<file path="src/rtl/max7219_frame_tx.sv">
// Serialises a latched 64*N_DEV-bit frame to a MAX7219 daisy chain, one row per LOAD pulse (optional init words under INIT_SEQ_EN).
// Latency: busy the cycle after an accepted start; frame takes 8*T cycles (13*T with init), T = CLK_DIV*(2+32*N_DEV).
// Backpressure: start is ignored while busy; a new start is taken in the cycle done pulses.
module max7219_frame_tx #(
    parameter int N_DEV   = 2,
    parameter int CLK_DIV = 4
`ifdef INIT_SEQ_EN
    ,
    parameter logic [3:0] INTENSITY = 4'h8
`endif
) (
    input  logic                 clk,
    input  logic                 rst_n,
    input  logic                 start,
    input  logic [64*N_DEV-1:0]  frame,
    output logic                 busy,
    output logic                 done,
    output logic                 ser_clk,
    output logic                 ser_din,
    output logic                 ser_load
);
    localparam int NBITS = 16 * N_DEV;
    localparam int BW    = $clog2(NBITS);
    localparam int DW    = (CLK_DIV > 1) ? $clog2(CLK_DIV) : 1;
    localparam int FW    = 64 * N_DEV;
    localparam int FIW   = $clog2(FW);

    localparam logic [1:0] S_IDLE  = 2'd0;
    localparam logic [1:0] S_SETUP = 2'd1;
    localparam logic [1:0] S_SHIFT = 2'd2;
    localparam logic [1:0] S_LATCH = 2'd3;

    logic [1:0]    state_q, state_d;
    logic [DW-1:0] div_q, div_d;
    logic          phase_q, phase_d;
    logic [BW-1:0] bit_q, bit_d;
    logic [2:0]    row_q, row_d;
    logic [FW-1:0] frame_q, frame_d;
    logic          busy_q, done_q, done_d, ser_clk_q, ser_din_q, ser_load_q;
    logic          div_end, last_txn, in_txn_d;
    logic [BW-1:0] dev_d;
    logic [FIW-1:0] fidx_d;
    logic [7:0]    byte_d;
    logic [15:0]   word_d;
`ifdef INIT_SEQ_EN
    logic          init_pending_q, init_pending_d;
    logic          in_init_q, in_init_d;
    logic [2:0]    init_idx_q, init_idx_d;
`endif

    assign div_end = (div_q == DW'(CLK_DIV - 1));
`ifdef INIT_SEQ_EN
    assign last_txn = !in_init_q && (row_q == 3'd7);
`else
    assign last_txn = (row_q == 3'd7);
`endif

    always_comb begin
        state_d = state_q;
        div_d   = div_q;
        phase_d = phase_q;
        bit_d   = bit_q;
        row_d   = row_q;
        frame_d = frame_q;
        done_d  = 1'b0;
`ifdef INIT_SEQ_EN
        init_pending_d = init_pending_q;
        in_init_d      = in_init_q;
        init_idx_d     = init_idx_q;
`endif
        case (state_q)
            S_IDLE: begin
                if (start) begin
                    frame_d = frame;
                    state_d = S_SETUP;
                    div_d   = '0;
                    phase_d = 1'b0;
                    bit_d   = '0;
                    row_d   = '0;
`ifdef INIT_SEQ_EN
                    in_init_d      = init_pending_q;
                    init_idx_d     = '0;
                    init_pending_d = 1'b0;
`endif
                end
            end
            S_SETUP: begin
                if (div_end) begin
                    div_d   = '0;
                    phase_d = 1'b0;
                    state_d = S_SHIFT;
                end else begin
                    div_d = div_q + 1'b1;
                end
            end
            S_SHIFT: begin
                if (div_end) begin
                    div_d   = '0;
                    phase_d = !phase_q;
                    // a bit ends on the falling edge of its high phase
                    if (phase_q) begin
                        if (bit_q == BW'(NBITS - 1)) begin
                            bit_d   = '0;
                            state_d = S_LATCH;
                        end else begin
                            bit_d = bit_q + 1'b1;
                        end
                    end
                end else begin
                    div_d = div_q + 1'b1;
                end
            end
            default: begin
                if (div_end) begin
                    div_d = '0;
                    if (last_txn) begin
                        state_d = S_IDLE;
                        row_d   = '0;
                        done_d  = 1'b1;
                    end else begin
                        state_d = S_SETUP;
`ifdef INIT_SEQ_EN
                        if (in_init_q) begin
                            if (init_idx_q == 3'd4) begin
                                in_init_d  = 1'b0;
                                init_idx_d = '0;
                            end else begin
                                init_idx_d = init_idx_q + 3'd1;
                            end
                        end else begin
                            row_d = row_q + 3'd1;
                        end
`else
                        row_d = row_q + 3'd1;
`endif
                    end
                end else begin
                    div_d = div_q + 1'b1;
                end
            end
        endcase
    end

    // Word for the next cycle; devices go out highest index first.
    always_comb begin
        dev_d  = BW'(N_DEV - 1) - (bit_d >> 4);
        fidx_d = FIW'({dev_d, row_d, 3'b000});
        byte_d = frame_d[fidx_d +: 8];
        word_d = {4'h0, {1'b0, row_d} + 4'd1, byte_d};
`ifdef INIT_SEQ_EN
        if (in_init_d) begin
            case (init_idx_d)
                3'd0:    word_d = 16'h0C01;
                3'd1:    word_d = 16'h0B07;
                3'd2:    word_d = 16'h0900;
                3'd3:    word_d = {8'h0A, 4'h0, INTENSITY};
                default: word_d = 16'h0F00;
            endcase
        end
`endif
    end

    assign in_txn_d = (state_d == S_SETUP) || (state_d == S_SHIFT);

    always_ff @(posedge clk or negedge rst_n) begin
        if (!rst_n) begin
            state_q    <= S_IDLE;
            div_q      <= '0;
            phase_q    <= 1'b0;
            bit_q      <= '0;
            row_q      <= '0;
            frame_q    <= '0;
            busy_q     <= 1'b0;
            done_q     <= 1'b0;
            ser_clk_q  <= 1'b0;
            ser_din_q  <= 1'b0;
            ser_load_q <= 1'b1;
`ifdef INIT_SEQ_EN
            init_pending_q <= 1'b1;
            in_init_q      <= 1'b0;
            init_idx_q     <= '0;
`endif
        end else begin
            state_q    <= state_d;
            div_q      <= div_d;
            phase_q    <= phase_d;
            bit_q      <= bit_d;
            row_q      <= row_d;
            frame_q    <= frame_d;
            busy_q     <= (state_d != S_IDLE);
            done_q     <= done_d;
            ser_clk_q  <= (state_d == S_SHIFT) && phase_d;
            ser_din_q  <= in_txn_d && word_d[~bit_d[3:0]];
            ser_load_q <= !in_txn_d;
`ifdef INIT_SEQ_EN
            init_pending_q <= init_pending_d;
            in_init_q      <= in_init_d;
            init_idx_q     <= init_idx_d;
`endif
        end
    end

    assign busy     = busy_q;
    assign done     = done_q;
    assign ser_clk  = ser_clk_q;
    assign ser_din  = ser_din_q;
    assign ser_load = ser_load_q;
endmodule

</file>
<file path="config.mk">
export PLATFORM = sky130hd
export DESIGN_NAME = max7219_frame_tx
export DESIGN_NICKNAME = d
export VERILOG_FILES = /design/src/rtl/max7219_frame_tx.sv
export SDC_FILE = /design/constraint.sdc
export NUM_CORES = 1
export LEC_CHECK = 0
export ABC_AREA = 1
export BUFFER_PORTS_ARGS = -buffer_cell sky130_fd_sc_hd__buf_2
export CORE_UTILIZATION = 45
export CTS_BUF_LIST = sky130_fd_sc_hd__clkbuf_8
export CTS_CLUSTER_SIZE = 12
export DETAILED_ROUTE_END_ITERATION = 10
export PLACE_DENSITY = 0.67
export SLEW_MARGIN = 20
export SYNTH_ARGS = -nofsm -noshare
export SYNTH_HDL_FRONTEND = slang
export SYNTH_SLANG_ARGS = --single-unit
export TNS_END_PERCENT = 50
</file>
<file path="constraint.sdc">
create_clock -name clk -period 3.2 [get_ports clk]
set_input_delay 0.32 -clock clk [delete_from_list [all_inputs] [get_ports clk]]
set_output_delay 0.32 -clock clk [all_outputs]
set_load 0.005 [all_outputs]
</file>
=== Word level (Yosys, flattened, before mapping) ===
Index checks and enable logic that the tools add are counted.

* Input bits: 131
* Word-level logic and storage cells: 67
* Output and inout bits: 5
* Flip-flop bits (word level): 146

* Magnitude comparators: 1
* Equality and inequality tests: 8
* Mux-type cells: 31
* Bitwise logic cells: 1
* $add $sub $neg: 5
* Shifts and indexed selects: 1
* Reduce and logical (&&, ||, !) cells: 9

{| class="wikitable"
|+ Operators with widths
! kind !! count
|-
| two-way mux 128 bit || 2
|-
| variable part select 128 x 8 -> 8 bit || 1
|-
| two-way mux 5 bit || 4
|-
| two-way mux 2 bit || 9
|-
| case mux 5 bit (2 select lines) || 1
|-
| two-way mux 3 bit || 3
|-
| two-way mux 1 bit || 8
|-
| == test 2 bit (second input constant) || 3
|-
| case mux 2 bit (3 select lines) || 1
|-
| case mux 3 bit (2 select lines) || 1
|-
| adder 5 x 1 -> 5 bit (second input constant) || 1
|-
| == test 5 bit (second input constant) || 1
|-
| < comparator 4 x 5 -> 1 bit (second input constant) || 1
|-
| adder 3 x 1 -> 4 bit (second input constant) || 1
|-
| binary-select mux 1 bit (select 4 bit) || 1
|-
| == test 2 x 1 -> 1 bit (second input constant) || 2
|-
| NOT 4 bit || 1
|-
| adder 3 x 1 -> 3 bit (second input constant) || 1
|-
| == test 3 bit (second input constant) || 1
|-
| case mux 1 bit (3 select lines) || 1
|-
| OR reduction 3 bit || 1
|-
| adder 2 x 1 -> 2 bit (second input constant) || 1
|-
| logical AND 1 bit || 2
|-
| logical NOT 1 bit || 2
|-
| 6 further kinds || 6
|}

=== Depth between registers and ports, before layout ===
Gate-level depths: netlist of run 1.

* Depth in word-level cells: 10
* Depth in mapped cells: 19
* Gate-level depth less buffers: 18

=== Least setup slack after synthesis of run 1 ===
Ideal clock, no wire load.

* Kind: register to register
* From: register state_q[0]
* To: register ser_din_q, in the netlist ser_din
* Arrival time: 2.067 ns
* Setup slack: 1.003 ns
* Cell stages (with the launch flop): 19
* Library setup time: 0.130 ns
* Period minus slack after synthesis: 2.197 ns
* Required time: 3.070 ns
* Path buffers: 3
* Cell sequence: dfrtp_1 -> inv_1 -> ha_1 -> buf_4 -> nand2_1 -> nand2_2 -> nand2_4 -> nand2_4 -> buf_6 -> buf_6 -> ha_1 -> nor2_1 -> nor2_1 -> nand2_1 -> o311ai_0 -> nand3_1 -> nand2_1 -> nand2_1 -> a21oi_2

* Word-level cells in the longest chain between the ends: 7
* Elaborated cells on any way between the ends: 24
* Those cells by class: 2 x add/sub; 4 x eq/ne; 1 x shift; 12 x mux; 1 x bitwise; 4 x reduce/logical

{| class="wikitable"
|+ Ends and longest elaborated chain
! item !! line !! RTL
|-
| from (decl) || 33 || <nowiki>logic [1:0] state_q, state_d;</nowiki>
|-
| from (signal assigned) || 184 || <nowiki>state_q <= state_d;</nowiki>
|-
| == test 2 bit / == test 2 x 1 -> 1 bit (equally long branches) || 71 || <nowiki>case (state_q)</nowiki>
|-
| OR reduction 2 bit (no line) || -- ||
|-
| case mux 3 bit (2 select lines) * || 71 ||
|-
| net row_d[0] || 37 || <nowiki>logic [2:0] row_q, row_d;</nowiki>
|-
| variable part select 128 x 8 -> 8 bit / adder 3 x 1 -> 4 bit (equally long branches) || 148, 149 ||
|-
| binary-select mux 1 bit (select 4 bit) * || 193 || <nowiki>ser_din_q <= in_txn_d && word_d[~bit_d[3:0]];</nowiki>
|-
| two-way mux 1 bit (implied by the code) * || 193 ||
|-
| logical AND 1 bit * || 193 ||
|-
| to (signal assigned) || 193 ||
|-
| to (decl) || 39 || <nowiki>logic busy_q, done_q, done_d, ser_clk_q, ser_din_q, ser_load_q;</nowiki>
|}

The timed path passes the listed nets; every way through them passes the cells marked *. The select of a mux whose other input is x is not followed.
A chain may end at the register's enable or synchronous reset.

=== Worst setup path after layout of run 1 ===
* From: register state_q[0]
* To: register ser_din_q, in the netlist ser_din

* Word-level cells in the longest chain between the ends: 7
* Elaborated cells on any way between the ends: 24
* Those cells by class: 2 x add/sub; 4 x eq/ne; 1 x shift; 12 x mux; 1 x bitwise; 4 x reduce/logical

{| class="wikitable"
|+ Ends and longest elaborated chain
! item !! line !! RTL
|-
| == test 2 bit, or another cell as far along || 71 ||
|-
| case mux 5 bit (2 select lines), or another cell as far along || 71 ||
|-
| subtractor 1 bit, or another cell as far along || 146 || <nowiki>dev_d = BW'(N_DEV - 1) - (bit_d >> 4);</nowiki>
|-
| variable part select 128 x 8 -> 8 bit, or another cell as far along || 148 || <nowiki>byte_d = frame_d[fidx_d +: 8];</nowiki>
|-
| binary-select mux 1 bit (select 4 bit), or another cell as far along || 193 ||
|-
| two-way mux 1 bit (implied by the code) / logical OR 1 bit (equally long branches) || 193, 163 ||
|-
| logical AND 1 bit * || 193 ||
|}

Mark *: on every way between the ends. The rest lies on a longest branch, timed or not. The select of a mux whose other input is x is not followed.

==> results of run 1 <==
## power groups by stage
stage	logic, uW	registers, uW	clock network (uW)
after CTS	4060	2900	1750
after global placement	3980	2910	0
after global routing	4600	2980	1830
after detailed placement	4040	2940	0
final	4050	2900	1730
after floorplan	3080	2880	0
## stage by stage
step / std cells / hold WS (ns) / power, uW / util
6_report: 1466 / 0.1049 / 8684 / 0.5425
5_1_grt: 1465 / 0.1024 / 9415 / 0.5424
3_3_place_gp: 1432 / 0.3932 / 6893 / 0.5142
4_1_cts: 1465 / 0.08502 / 8718 / 0.5422
2_1_floorplan: 1110 / 0.02441 / 5970 / -
3_5_place_dp: 1432 / 0.3886 / 6977 / 0.5142
## cell usage in the layout (no fill, tap or decap), types with 2 or more instances in the layout
master     netlist  layout
dfrtp_1        145     145
clkbuf_8         0      22
nand3_1        115     115
o21ai_0         31      31
ha_1            13      12
inv_4            2       2
nand2_4          4       3
bufinv_16        0       5
o21ai_1         17      17
a21oi_1         16      16
nor2_1          25      25
nand2_2          7       7
o21a_1          83      83
buf_12           0       5
buf_2           36     134
inv_2            8       8
a21oi_2          3       3
inv_1          260     262
o211ai_1         5       5
nand2_1        308     308
buf_4            6      11
## worst register-to-register path, stage by stage, from the launching register on
cell     delay (ns)
dfrtp_1        0.42
inv_1          0.14
ha_2           0.33
nand2_8        0.25
buf_4          0.36
o21ai_0        0.28
nand3_1        0.13
a21oi_1        0.23
nor2_1         0.10
nand2_1        0.06
nand3_1        0.08
nand3_1        0.09
nand3_1        0.08
nand2_1        0.09
a21oi_2        0.05
## routing by layer
metal / up-vias / routed length [um] / share of wire / track usage
met1: 3116 / 9512 / 0.49 / 0.3177
met5: - / 13 / 0.00067 / 0
met4: 2 / 338 / 0.017 / 0.07326
met3: 28 / 1110 / 0.057 / 0.04593
li1: 3603 / - / - / -
met2: 191 / 8492 / 0.44 / 0.3412
## flip-flops by register name, indices dropped and copies added (netlist names)
| name | cells |
|---|---|
| state_q | 2 |
| ser_load | 1 |
| ser_din | 1 |
| phase_q | 1 |
| done | 1 |
| frame_q | 128 |
| bit_q | 5 |
| busy | 1 |
| div_q | 2 |
| row_q | 3 |
| ser_clk | 1 |
## timing repair
item                       in CTS  in global routing
hold endpoints to repair       71                  0
hold buffers                    1                  0
gates resized for setup         0                  1
setup endpoints to repair       0                  1
## area by class of cell
type,count,area (sq um),area share
antenna,1,2.502,0.0002630
clock buffer,22,302.8,0.03183
clock inverter,10,178.9,0.01881
inverter,270,1018,0.1070
multi-input combinational,640,3201,0.3364
sequential,146,3655,0.3841
tap,225,281.5,0.02959
timing repair buffer,152,874.6,0.09193
## how the worst max path moves through the flow
stage | start | to | slack (ns) | cells after the start
finish | state_q[0]$_DFF_PN0_ | ser_din$_DFF_PN0_ | 0.40 | 14
detailed placement | state_q[0]$_DFF_PN0_ | ser_din$_DFF_PN0_ | 0.28 | 14
global placement | state_q[0]$_DFF_PN0_ | ser_din$_DFF_PN0_ | 0.34 | 14
global route | state_q[0]$_DFF_PN0_ | ser_din$_DFF_PN0_ | 0.18 | 14
floorplan | state_q[0]$_DFF_PN0_ | ser_din$_DFF_PN0_ | 1.00 | 18
CTS | state_q[0]$_DFF_PN0_ | ser_din$_DFF_PN0_ | 0.27 | 14
## cells by family after synthesis
kind of cell             after synthesis  share of synthesized area
buffers and inverters                324                     0.1646
AND/OR/NAND/NOR                      464                     0.2379
flip-flops                           146                     0.4461
adder cells (fa/ha/maj)               13                    0.01985
AO/OA/AOI/OAI                        163                     0.1315
==> metrics.txt, run 1 <==
outcome completed; clock buffer depth 2; CTS clk-pin slew, worst paths 0.08 ns; DRC Markers 0; finished layout cell area 9514 sq um; root buf cell clkbuf_8; Post-synth ARST share 1.000; TNS Setup 0 ns; part of the power in combinational logic 0.467; # clock sinks 146; total CTS buffers 17; CP max stage delay 0.42 ns; WP data required 3.52 ns; drt via density 4.734; Slew @ Worst Pin 0.6966 ns; R2R depth 14; grt total ovfl 0; top-area cell type share of the netlist area 0.4429; class of the worst hold path input pin to flop; top post-synthesis cells by area dfrtp_1, nand2_1, inv_1, o21a_1, nand3_1; cell internal pwr 5213 uW; DIE HEIGHT 136.9 um; top_reg_cell synth dfrtp_1; most instantiated cells after synthesis nand2_1, inv_1, dfrtp_1; Starting DRT DRC Count 498; fin crit period 2.802 ns; Most Frequent Cell on Critical Path nand3_1; share of cells above drive strength 1 0.1702; number of setup buffers added after CTS 0; CP delay by family, top simple AND/OR/NAND/NOR gates; Layout Skew 0.01537 ns; Final Hold Fails 0; fin. max-slew vios 0; # setup viols final 0; fillers 1697; switch share 0.3997; Yosys warning total 0; Worst slew margin 0.5356; Cells after Synth 1110; final wirelength 19470 um; achievable frequency 0.3568 GHz; part of the cycle the worst path needs 0.8757; area delta synth->final 16.13%; cell depth of the worst hold path 3; number of synthesized flops with an enable pin 0; top cell type by total area after synthesis dfrtp_1; IO Pins 136; RSZ-0062 raised after global routing no; #FFs+latches synth 146; Pleak 0.005613 uW; register area share after synthesis 0.4461; DR WL/cell 13.28 um; most frequent cell after synthesis nand2_1; largest net degree at the start of global routing 74; Rows 48; CTS tree done; Hold Path Origin frame[4]; Die X 136.9 um; final HPWL from detailed placement 14040 um; slack of the worst reg-to-reg path 0.40 ns; IO buf count 135; max_cap viols 0; WP data arrival 3.12 ns; Startpoint Class flop; CP max-delay cell dfrtp_1; Cell Area, Synth 8193 sq um; global-route wire length before repair 32030 um; crit end category flop; RePlAce Congestion 0.8242; core footprint 17540 sq um; Layout Nets 1371; setup slack after layout 0.3977 ns; CP bufs+invs 2; initial antenna violation count 2; post-route ant nets 0; Worst Hold Endpoint frame_q[4]$_DFF_PN0_; routed vias 6940; Syn Nets 1254; Clock Power Share 0.199; Power Dens Cells 912.7 nW/um^2; crit-path max FO 57; Yosys cell types 35; Skew-Pair Late Insertion Delay 0.46 ns; Mean Syn Cell Area 7.381 sq um; gr usage total 0.2242; Peak VDD IR 348.6 uV; NetSw 3471 uW; vias in the first global route 6477; Place WS 0.2789 ns; Die ar. 18750 sq um; Starting Density 0.4672; RR Endpoint ser_din$_DFF_PN0_; RR Startpoint state_q[0]$_DFF_PN0_; crit-path cells inv_1 > ha_2 > nand2_8 > buf_4 > o21ai_0 > nand3_1 > a21oi_1 > nor2_1 > nand2_1 > nand3_1 > nand3_1 > nand3_1 > nand2_1 > a21oi_2; drt first pass iters 5; H-tree levels 4; placed inst area 9017 sq um; Crit Path Category flop to flop; sequential share of power 0.334
Power figures use the tool's default switching activity.
==> run 2: changes to the inputs <==
--- a/config.mk
+++ b/config.mk
@@ -6,12 +6,13 @@
 export NUM_CORES = 1
 export LEC_CHECK = 0
 export ABC_AREA = 1
-export BUFFER_PORTS_ARGS = -buffer_cell sky130_fd_sc_hd__buf_2
+export CORE_MARGIN = 1
 export CORE_UTILIZATION = 45
 export CTS_BUF_LIST = sky130_fd_sc_hd__clkbuf_8
 export CTS_CLUSTER_SIZE = 12
 export DETAILED_ROUTE_END_ITERATION = 10
-export PLACE_DENSITY = 0.67
+export DONT_BUFFER_PORTS = 1
+export PLACE_DENSITY = 0.61
 export SLEW_MARGIN = 20
 export SYNTH_ARGS = -nofsm -noshare
 export SYNTH_HDL_FRONTEND = slang
==> metrics.txt, run 2 (same netlist as run 1, synthesis figures left out) <==
part of the cycle the worst path needs 0.8430; final HPWL from detailed placement 13730 um; # clock sinks 146; CTS Hold Bufs 6; area delta synth->final 6.536%; gr usage total 0.2193; Pleak 0.005026 uW; share of cells above drive strength 1 0.06244; H-tree levels 4; core footprint 17540 sq um; Critical Path Source state_q[0]$_DFF_PN0_; biggest regs frame_q: 128 flops, bit_q: 5 flops, row_q: 3 flops; Slew @ Worst Pin 0.5973 ns; Final Hold Fails 146; post-route ant nets 0; class of the worst hold path input pin to async pin; Worst slew margin 0.6013; slack of the worst reg-to-reg path 0.50 ns; sequential share of power 0.349; DRC Markers 0; drt first pass iters 6; max reg flops 128; Startpoint Class flop; leading cell type in the layout, fill and taps excluded nand2_1; DR WL/cell 14.57 um; Min Hold Slack -0.4387 ns; root buf cell clkbuf_8; Die ar. 18750 sq um; outcome complete, but fails checks; Power Dens Cells 951.3 nW/um^2; RePlAce Congestion 0.8152; met1 usage 0.2945; initial antenna violation count 2; Most Crowded Layer GR met2; total CTS buffers 17; Skew-Pair Late Insertion Delay 0.45 ns; fin crit period 2.698 ns; met2 Resource Use GR 0.3437; IO buf count 0; final core utilization 0.4977; max_cap viols 0; switch share 0.4119; NetSw 3420 uW; number of setup buffers added after CTS 0; DIE HEIGHT 136.9 um; drt via density 4.850; CTS tree done; TNS Setup 0 ns; met3 Track Usage GR 0.05593; clock buffer depth 2; failing checks negative hold slack; Die X 136.9 um; WP data arrival 3.03 ns; Place WS 0.5196 ns; Clock Power Share 0.180; WP data required 3.53 ns; Crit Path Category flop to flop; routed vias 6456; final wirelength 19390 um; crit end category flop; CTS clk-pin slew, worst paths 0.08 ns; global-route wire length before repair 31050 um; vias in the first global route 6064; RR Startpoint state_q[0]$_DFF_PN0_; cell internal pwr 4883 uW; post-CTS sizing 0; part of the power in combinational logic 0.471; Starting DRT DRC Count 409; Layout Skew 0.01106 ns; Peak VDD IR 446.0 uV; fin. max-slew vios 0; Starting Density 0.4672; grt total ovfl 0; setup slack after layout 0.5024 ns; crit-path max FO 115; Reg with most FFs frame_q; largest net degree at the start of global routing 147; Layout Nets 1236; most frequent cells in the layout nand2_1, inv_1, dfrtp_1; RSZ-0062 raised after global routing no; IO Pins 136; # setup viols final 0; achievable frequency 0.3707 GHz; Rows 48
## run 2: path summary, 6_finish.rpt
check                           cells past startpoint                     end
min in group clk                                    2  frame_q[101]$_DFF_PN0_
worst max-delay path                               14       ser_din$_DFF_PN0_
worst min-delay path                                0   frame_q[48]$_DFF_PN0_
worst max register to register                     14       ser_din$_DFF_PN0_
max in group asynchronous                           0      ser_load$_DFF_PN1_
worst min register to register                      2  frame_q[112]$_DFF_PN0_
## run 2: layer usage
layer / routed length, um / vias to the layer above / share of wire
met4: 240 / 2 / 0.012
met5: 9 / - / 0.00046
met1: 9066 / 2934 / 0.47
met2: 8874 / 159 / 0.46
li1: - / 3343 / -
met3: 1197 / 18 / 0.062
## run 2: cell type report
cell class,count,area (sq um)
Antenna cell,1,2.502
Clock buffer,19,261.5
Clock inverter,13,143.9
Fill cell,1801,8808
Inverter,270,1018
Multi-Input combinational cell,640,3198
Sequential cell,146,3655
Tap cell,225,281.5
Timing Repair Buffer,17,167.7
## run 2: worst max-delay path: stages (launching register included)
cell and delay, ns:
dfrtp_1 0.42, inv_1 0.13, ha_1 0.32, nand2_8 0.23
buf_12 0.29, o21ai_0 0.28, nand3_1 0.11, nand3_1 0.10
nand3_1 0.15, nand2_1 0.13, nand3_1 0.07, nand3_1 0.08
nand3_1 0.07, nand2_1 0.08, a21oi_2 0.05
## run 2: power by group through the flow
stage                     clock network, uW  registers (uW)  logic (uW)
after floorplan                           0            2880        3080
after global placement                    0            2910        3890
after detailed placement                  0            2940        3920
after CTS                              1540            2900        3950
after global routing                   1610            2980        4490
final                                  1500            2900        3910
## run 2: through the flow
step / std cells / area, sq um / power [uW]
2_1_floorplan: 1110 / 8193 / 5970
3_3_place_gp: 1292 / 8260 / 6804
3_5_place_dp: 1292 / 8260 / 6857
4_1_cts: 1330 / 8726 / 8386
5_1_grt: 1330 / 8726 / 9073
6_report: 1331 / 8728 / 8303
==> run 3: changes to the inputs <==
--- a/config.mk
+++ b/config.mk
@@ -5,14 +5,14 @@
 export SDC_FILE = /design/constraint.sdc
 export NUM_CORES = 1
 export LEC_CHECK = 0
-export ABC_AREA = 1
+export ABC_AREA = 0
 export CORE_MARGIN = 1
 export CORE_UTILIZATION = 45
 export CTS_BUF_LIST = sky130_fd_sc_hd__clkbuf_8
 export CTS_CLUSTER_SIZE = 12
 export DETAILED_ROUTE_END_ITERATION = 10
 export DONT_BUFFER_PORTS = 1
-export PLACE_DENSITY = 0.61
+export PLACE_DENSITY = 0.63
 export SLEW_MARGIN = 20
 export SYNTH_ARGS = -nofsm -noshare
 export SYNTH_HDL_FRONTEND = slang
==> constraint.sdc (replaced) <==
create_clock -name clk -period 2.23 [get_ports clk]
set_input_delay 0.223 -clock clk [delete_from_list [all_inputs] [get_ports clk]]
set_output_delay 0.223 -clock clk [all_outputs]
set_load 0.005 [all_outputs]
==> metrics.txt, run 3 <==
CTS Hold Bufs 128; Power Dens Cells 507.2 nW/um^2; Slew @ Worst Pin 0.3117 ns; TNS Setup -0.4772 ns; WP data required 2.57 ns; H-tree levels 4; Syn Nets 702; Startpoint Class flop; top_reg_cell synth dfrtp_1; RSZ-0062 raised after global routing yes; routed vias 5228; Cell Area, Synth 7219 sq um; Reg with most FFs frame_q; number of synthesized flops with an enable pin 0; Worst slew margin 0.7863; vias in the first global route 5882; grt total ovfl 0; max_cap viols 0; setup slack after layout -0.4772 ns; IO Pins 136; Final Hold Fails 146; Yosys warning total 0; Layout Nets 912; area delta synth->final 38.99%; Layout Skew 0.009288 ns; leading cell type in the layout, fill and taps excluded dfrtp_1; max reg flops 128; crit-path max FO 8; fin. max-slew vios 0; Die ar. 16550 sq um; IO buf count 0; most frequent cell after synthesis dfrtp_1; Pleak 0.004834 uW; RePlAce Congestion 0.8845; Peak VDD IR 654.8 uV; Skew-Pair Late Insertion Delay 0.46 ns; Mean Syn Cell Area 12.94 sq um; Layout Cells excl Fill 990; clock buffer depth 2; drt first pass iters 4; outcome complete, but fails checks; Min Hold Slack -0.5413 ns; most instantiated cells after synthesis dfrtp_1, mux2_2, mux2i_1; global-route wire length before repair 30110 um; achievable frequency 0.3694 GHz; CTS tree done; initial antenna violation count 0; CTS clk-pin slew, worst paths 0.08 ns; slack of the worst reg-to-reg path -0.48 ns; core footprint 15430 sq um; Crit Path Category flop to flop; largest net degree at the start of global routing 147; Rows 45; top post-synthesis cells by area dfrtp_1, mux2_2, mux2i_1, ha_1, nand2_1; class of the worst hold path input pin to async pin; WP data arrival 3.05 ns; total CTS buffers 17; crit end category flop; gr usage total 0.2429; share of cells above drive strength 1 0.3748; # clock sinks 146; Cells after Synth 558; DRC Markers 0; part of the cycle the worst path needs 1.214; final HPWL from detailed placement 12060 um; most frequent cells in the layout dfrtp_1, mux2_2, dlygate4sd3_1; drt via density 5.281; post-route ant nets 0; top-area cell type share of the netlist area 0.5026; number of diodes 0; fin crit period 2.707 ns; placed insts 815; # setup viols final 1; fillers 1180; top cell type by total area after synthesis dfrtp_1; final wirelength 18640 um; root buf cell clkbuf_8; biggest regs frame_q: 128 flops, bit_q: 5 flops, row_q: 3 flops; Starting DRT DRC Count 233; Yosys cell types 50; failing checks negative hold slack, negative setup slack; register area share after synthesis 0.5062; Post-synth ARST share 1.000; DR WL/cell 18.83 um; #FFs+latches synth 146; DIE HEIGHT 128.7 um; Die X 128.7 um; Starting Density 0.4680
[run 3: worst max-delay path, stage by stage (launching register included)]
cell      delay, ns
dfrtp_1        0.42
ha_4           0.25
mux2i_1        0.12
nor2b_1        0.08
buf_4          0.16
nor2_8         0.14
buf_12         0.15
buf_12         0.11
mux2i_2        0.20
nor2_1         0.05
or3_1          0.36
a22o_1         0.21
a211oi_2       0.23
o41ai_2        0.10
[run 3: area by class of cell]
| class | instances | area [sq um] | area share |
|---|---|---|---|
| well taps | 211 | 264.0 | 0.02631 |
| clock inverters | 11 | 161.4 | 0.01608 |
| inverters | 17 | 68.82 | 0.006858 |
| clock buffers | 19 | 261.5 | 0.02606 |
| multi-input cells | 364 | 3460 | 0.3448 |
| repair buffers | 222 | 2165 | 0.2157 |
| flip-flops and latches | 146 | 3655 | 0.3642 |
[run 3: routing by layer]
layer | vias up | GRT usage | share of wire
met4 | 0 | 0.07820 | 0.017
met1 | 2614 | 0.2877 | 0.42
met2 | 150 | 0.4299 | 0.51
met5 | - | 0 | 0
li1 | 2441 | - | -
met3 | 23 | 0.06279 | 0.052
[run 3: cells by family (layout without fill, tap and decap cells)]
logic type      after synthesis  in the layout  share of synthesized area
mux                         211            211                     0.3163
flops                       146            146                     0.5062
simple gates                 72             73                    0.04853
compound gates               67             67                    0.06638
buf+inv                      49            269                    0.04003
fa+ha+maj                    13             13                    0.02253
[run 3: stage by stage]
step / utilization / setup slack (ns) / total power (uW) / area, sq um / hold WS [ns]
floorplan: - / -0.2737 / 2701 / 7302 / -0.07259
global placement: 0.5206 / -0.5261 / 2701 / 8031 / -0.06652
detailed placement: 0.5206 / -0.6479 / 2701 / 8031 / -0.06811
CTS: 0.6479 / -0.4657 / 5119 / 9995 / -0.5739
global route: 0.6504 / -0.5965 / 5269 / 10030 / -0.5758
finish: 0.6504 / -0.4772 / 5090 / 10030 / -0.5413
[run 3: worst paths after layout]
kind                       cells past startpoint                  start                     end
setup / recovery                              13     row_q[1]$_DFF_PN0_       ser_din$_DFF_PN0_
setup reg to reg                              13     row_q[1]$_DFF_PN0_       ser_din$_DFF_PN0_
min in group clk                               4                  start    div_q[0]$_DFFE_PN0P_
max in group asynchronous                      0                  rst_n  frame_q[110]$_DFF_PN0_
hold / removal                                 0                  rst_n    frame_q[2]$_DFF_PN0_
hold reg to reg                                1  frame_q[20]$_DFF_PN0_   frame_q[20]$_DFF_PN0_
[run 3: power breakdown]
| group | total (uW) | internal [uW] | switching, uW |
|---|---|---|---|
| Sequential | 2650 | 2650 | 0 |
| Combinational | 191 | 152 | 38.7 |
| Clock | 2250 | 1260 | 997 |
| Total | 5090 | 4050 | 1040 |
[run 3: what timing repair did]
action                     CTS  global route
setup endpoints to repair    1             1
gates resized for setup     30             3
pin swaps                   14             4
hold endpoints to repair   274           146
buffers inserted            13             3
gates cloned                 1             0
